[config.mk]
export PLATFORM = sky130hd
export DESIGN_NAME = serial_adder_flat
export DESIGN_NICKNAME = d
export VERILOG_FILES = /design/src/rtl/serial_adder_pkg.sv /design/src/rtl/serial_adder_if.sv /design/src/rtl/serial_adder_full_adder_bit.sv /design/src/rtl/serial_adder.sv /design/src/flat_wrapper.sv
export SDC_FILE = /design/constraint.sdc
export NUM_CORES = 1
export LEC_CHECK = 0
export CORE_AREA = 2 2 45 47
export CTS_BUF_LIST = sky130_fd_sc_hd__clkbuf_16
export CTS_CLUSTER_SIZE = 24
export DETAILED_ROUTE_END_ITERATION = 16
export DIE_AREA = 0 0 47 49
export HOLD_SLACK_MARGIN = 0.08
export PLACE_DENSITY = 0.78
export SLEW_MARGIN = 15
export SYNTH_ARGS = -nofsm -noshare
export SYNTH_HDL_FRONTEND = slang
export SYNTH_SLANG_ARGS = --single-unit
[constraint.sdc]
create_clock -name clk -period 2 [get_ports clk]
set_input_delay 0.4 -clock clk [delete_from_list [all_inputs] [get_ports clk]]
set_output_delay 0.4 -clock clk [all_outputs]
set_load 0.05 [all_outputs]
[src/rtl/serial_adder_pkg.sv]
// serial_adder shared constants and types.
// Counter width follows clog2 of the operand width.
package serial_adder_pkg;

  localparam int DEFAULT_WIDTH = 4;

  function automatic int cnt_width(input int w);
    return (w > 2) ? $clog2(w) : 1;
  endfunction

  localparam int DEFAULT_CNT_W = cnt_width(DEFAULT_WIDTH);

  typedef logic [DEFAULT_CNT_W-1:0] cnt_t;

endpackage

[src/rtl/serial_adder_if.sv]
// serial_adder operand/result bundle.
// The master drives operands; the slave returns sum, carry and done.
interface serial_adder_if
  import serial_adder_pkg::*;
#(
  parameter int WIDTH = DEFAULT_WIDTH
);

  logic [WIDTH-1:0] in_a;
  logic [WIDTH-1:0] in_b;
  logic [WIDTH-1:0] sum_out;
  logic             carry_out;
  logic             done;

  modport master (
    output in_a,
    output in_b,
    input  sum_out,
    input  carry_out,
    input  done
  );

  modport slave (
    input  in_a,
    input  in_b,
    output sum_out,
    output carry_out,
    output done
  );

endinterface

[src/rtl/serial_adder_full_adder_bit.sv]
// Single-bit full adder cell.
// Purely combinational.
module full_adder_bit (
  input  logic a,
  input  logic b,
  input  logic cin,
  output logic s,
  output logic cout
);

  assign s    = a ^ b ^ cin;
  assign cout = (a & b) | (cin & (a ^ b));

endmodule

[src/rtl/serial_adder.sv]
// Bit-serial adder, LSB first, one bit per clock.
// Results commit once per WIDTH-cycle frame.
module serial_adder
  import serial_adder_pkg::*;
#(
  parameter int WIDTH = DEFAULT_WIDTH
) (
  input  logic         clk,
  input  logic         rst,
  serial_adder_if.slave bus
);

  localparam int            CW   = cnt_width(WIDTH);
  localparam logic [CW-1:0] LAST = CW'(WIDTH - 1);
  localparam logic [CW-1:0] ONE  = CW'(1);

  logic [CW-1:0]    cnt_q, cnt_d;
  logic [WIDTH-1:0] sa_q, sa_d;
  logic [WIDTH-1:0] sb_q, sb_d;
  logic [WIDTH-2:0] ps_q, ps_d;
  logic [WIDTH-1:0] sum_q, sum_d;
  logic             c_q, c_d;
  logic             co_q, co_d;
  logic             done_q, done_d;

  logic             load;
  logic             last;
  logic             fa_a, fa_b, fa_ci;
  logic             fa_s, fa_co;
  logic [WIDTH-1:0] ps_full;

  assign load = (cnt_q == '0);
  assign last = (cnt_q == LAST);

  // Bit 0 comes straight from the operands on the load edge.
  assign fa_a  = load ? bus.in_a[0] : sa_q[0];
  assign fa_b  = load ? bus.in_b[0] : sb_q[0];
  assign fa_ci = load ? 1'b0 : c_q;

  full_adder_bit u_fa (
    .a    (fa_a),
    .b    (fa_b),
    .cin  (fa_ci),
    .s    (fa_s),
    .cout (fa_co)
  );

  assign ps_full = {fa_s, ps_q};

  always_comb begin
    cnt_d  = last ? '0 : cnt_q + ONE;
    sa_d   = load ? (bus.in_a >> 1) : (sa_q >> 1);
    sb_d   = load ? (bus.in_b >> 1) : (sb_q >> 1);
    ps_d   = ps_full[WIDTH-1:1];
    c_d    = fa_co;
    sum_d  = sum_q;
    co_d   = co_q;
    done_d = last;
    if (last) begin
      sum_d = ps_full;
      co_d  = fa_co;
    end
  end

  always_ff @(posedge clk or negedge rst) begin
    if (!rst) begin
      cnt_q  <= '0;
      sa_q   <= '0;
      sb_q   <= '0;
      ps_q   <= '0;
      c_q    <= 1'b0;
      sum_q  <= '0;
      co_q   <= 1'b0;
      done_q <= 1'b0;
    end else begin
      cnt_q  <= cnt_d;
      sa_q   <= sa_d;
      sb_q   <= sb_d;
      ps_q   <= ps_d;
      c_q    <= c_d;
      sum_q  <= sum_d;
      co_q   <= co_d;
      done_q <= done_d;
    end
  end

  assign bus.sum_out   = sum_q;
  assign bus.carry_out = co_q;
  assign bus.done      = done_q;

endmodule

[src/flat_wrapper.sv]
// flat-port wrapper written by rule: the top's interface ports become plain ports
module serial_adder_flat import serial_adder_pkg::*;
#(
  parameter int WIDTH = DEFAULT_WIDTH
)
  (clk, rst, bus_in_a, bus_in_b, bus_sum_out, bus_carry_out, bus_done);
  serial_adder_if #(.WIDTH(WIDTH)) bus_i ();
  input  logic clk;
  input  logic rst;
  input wire logic [$bits(bus_i.in_a)-1:0] bus_in_a;
  input wire logic [$bits(bus_i.in_b)-1:0] bus_in_b;
  output wire logic [$bits(bus_i.sum_out)-1:0] bus_sum_out;
  output wire logic [$bits(bus_i.carry_out)-1:0] bus_carry_out;
  output wire logic [$bits(bus_i.done)-1:0] bus_done;
  assign bus_i.in_a = bus_in_a;
  assign bus_i.in_b = bus_in_b;
  assign bus_sum_out = bus_i.sum_out;
  assign bus_carry_out = bus_i.carry_out;
  assign bus_done = bus_i.done;
  serial_adder #(.WIDTH(WIDTH)) u_core (.clk(clk), .rst(rst), .bus(bus_i));
endmodule
==> impl_results.md, run 1 <==
* Worst path required time at between 2000 and 2500 ps
* Fmax at 0.521 GHz
* RSZ-0062 raised after global routing: false
* Die area at 2300 um^2
* Peak supply drop at roughly 0.67 mV
* Seq pwr share at a little over two fifths
* Vias per cell at ~4.3
* Clock Sinks at 18
* Final core area utilization at 53.4%
* Critical Path End Type: flop
* Yosys reg bits at 18
* DRT iter0 DRCs at 4
* GP Congestion at 0.687
* Seq/Total Area, Yosys at between 60% and 70%
* Chip Height at ~50 um
* Max-cap violations at 0
* PD cells at approximately 960 nW/um^2
* Met3 routed WL at 56 um
* DR pass1 iterations at 2
* NetSw at around 220 uW
* Met2 WL at 582 um
* Worst-Margin Slew at 493 ps
* Setup violations, final at 0
* Cells after synthesis at 41
* Most frequent CP cell: mux2_4
* Clock latency on the worst-skew pair at 250 ps
* Comb pwr share at 15.3%
* Clock power frac at 41.3%
* Number of routed nets with antenna violations at 0
* Num CTS Buffers at 3
* N_diodes at 0
* CTS tree: yes
* Sw Share at between 20% and 30%
* Critical path class: flop to flop
* M1 WL at 449 um
* Hold Crit Depth at 0
* Placeable Area at 1840 um^2
* Arrival time of the worst setup path at a little over 2000 ps
* Status: finished clean
* Mapped Area at roughly 730 um^2
* HPWL after DPL at 793 um
* Power, Total at approximately 950 uW
* Syn. warnings at 0
* Buffers on Ports at 15
* Worst relative slew slack at between 60% and 70%
* Top Metal Used: met4
* Slew Limit Fails at 0
* Worst hold path type: flop to flop
* Slowest stage delay, CP at 500 ps
* CP Buf/Inv Count at 1
* Die X at 47 um
* GRT Total Usage at roughly 13%
* Top delay family on crit path: adder cells
* DRC violations left at 0
* CP cell instances: inv_1 > ha_2 > mux2_4 > fa_1 > mux2_4
* FP Rows at 16
* Layout cells sized above 1 at 28.3%
* Vias in the first global route at 442
* Via count at around 370
* Clock Tree Buf Depth at 2
* Post-CTS setup buffer count at 0
* Root buffer cell: clkbuf_16
* Largest net degree at the start of global routing at 19
* Mapped Avg Cell Area at 17.7 um^2
* Layout area overhead at 35.5%
* Routed wire length at approximately 1100 um
* Crit-path slowest cell: fa_1
* H-Tree Depth at 1
* I/O pins at 16
* Initial antenna violation count at 0
* Initial core utilization at 39.4%
* Synth cell types at 9
* Cell-internal power at 731 uW
* Worst Reg2Reg Path Length in Cells at 5
* Clock Skew at 1.16 ps
* First-pass GRT wire length at 2010 um
* Final Hold Vio Count at 0
* Crit Path Max Fanout at 3
* Drt wl/cell at 12.8 um
* LEAKAGE at 0.446 nW
* Syn nets at 55
* Worst setup SP type: flop
* Part of the cycle the worst path needs at 96.0%
* Nets at 75
* Crit path depth at 5
* Overflow after GRT at 0
* Setup TNS at 0 ps
* Fillers at 157
* Clock transition at the registers of the reported paths at 50 ps
* Min Tclk post-route at 1920 ps
routing by layer:
| metal | track usage (%) | vias to the layer above |
|---|---|---|
| met1 | 13.8 | 186 |
| met3 | 6.67 | 4 |
| li1 | - | 169 |
| met2 | 20.8 | 12 |
| met5 | 0 | - |
| met4 | 5.56 | 0 |
final timing paths:
| path | slack [ps] | start | end |
|---|---|---|---|
| worst max register to register | 80 | u_core.cnt_q[0]$_DFF_PN0_ | u_core.bus.sum_out[3]$_DFFE_PN0P_ |
| worst max-delay path | 80 | u_core.cnt_q[0]$_DFF_PN0_ | u_core.bus.sum_out[3]$_DFFE_PN0P_ |
| worst min register to register | 380 | u_core.ps_q[1]$_DFF_PN0_ | u_core.ps_q[0]$_DFF_PN0_ |
| worst min-delay path | 380 | u_core.ps_q[1]$_DFF_PN0_ | u_core.ps_q[0]$_DFF_PN0_ |
| min in group asynchronous | 500 | rst | u_core.bus.sum_out[3]$_DFFE_PN0P_ |
| max in group asynchronous | 1310 | rst | u_core.sb_q[0]$_DFF_PN0_ |
synth_stat cells, drive strengths merged:
master | instances | area (um^2)
nor2 | 1 | 3.75
dfrtp | 18 | 450
fa | 1 | 20.0
ha | 3 | 37.5
and2 | 2 | 12.5
inv | 2 | 7.51
mux2 | 11 | 165
nor2b | 1 | 6.26
buf | 2 | 22.5
registers in the layout, summed over array words and instances (netlist names):
register / flops
u_core.c_q: 1
u_core.ps_q: 3
u_core.sb_q: 3
u_core.cnt_q: 2
u_core.bus.done: 1
u_core.sa_q: 3
u_core.bus.sum_out: 4
u_core.bus.carry_out: 1
cells by family after synthesis:
group | Yosys count | share of synthesized area [%]
buffers and inverters | 4 | 4.14
adder cells (fa/ha/maj) | 4 | 7.93
multiplexers | 11 | 22.8
AND/OR/NAND/NOR | 4 | 3.10
flip-flops | 18 | 62.1
area by class of cell:
type	instances	area [um^2]	area share, %
timing repair buffer	17	165	16.8
clock buffer	3	75.1	7.63
inverter	2	7.51	0.763
clock inverter	1	3.75	0.382
multi-input combinational	19	248	25.2
tap	27	33.8	3.44
sequential	18	450	45.8
what timing repair did:
action	4_1_cts	5_1_grt
resized for setup	0	1
setup endpoints to repair	0	1
hold buffers	0	0
metrics by stage:
stage | setup slack [ps] | hold WS (ps) | instances | area (um^2)
after floorplan | 107 | 104 | 41 | 726
after global placement | 69.5 | 359 | 83 | 902
after detailed placement | 28.1 | 371 | 83 | 902
after CTS | 23.5 | 382 | 87 | 981
after global routing | 2.35 | 400 | 87 | 983
final | 80.6 | 382 | 87 | 983
power by group through the flow:
stage / registers (mW) / clock network, mW / logic (mW)
final: 0.411 / 0.392 / 0.146
after global routing: 0.414 / 0.427 / 0.154
after CTS: 0.411 / 0.400 / 0.147
after detailed placement: 0.417 / 0 / 0.146
after global placement: 0.415 / 0 / 0.144
after floorplan: 0.465 / 0 / 0.0348
placed cells by master, fill, tap and decap left out, drive strengths merged:
cell / n
buf: 2
nor2: 1
ha: 3
mux2: 11
clkbuf: 3
clkinv: 1
inv: 2
fa: 1
dfrtp: 18
clkdlybuf4s50: 15
and2: 2
nor2b: 1
Note: power is estimated with default switching activity, not from simulation.
==> run 2, diff against run 1 <==
- CAP_MARGIN: default -> 25
==> results of run 2 <==
Same layout as run 1: the final DEF is identical, and so are final timing and power.
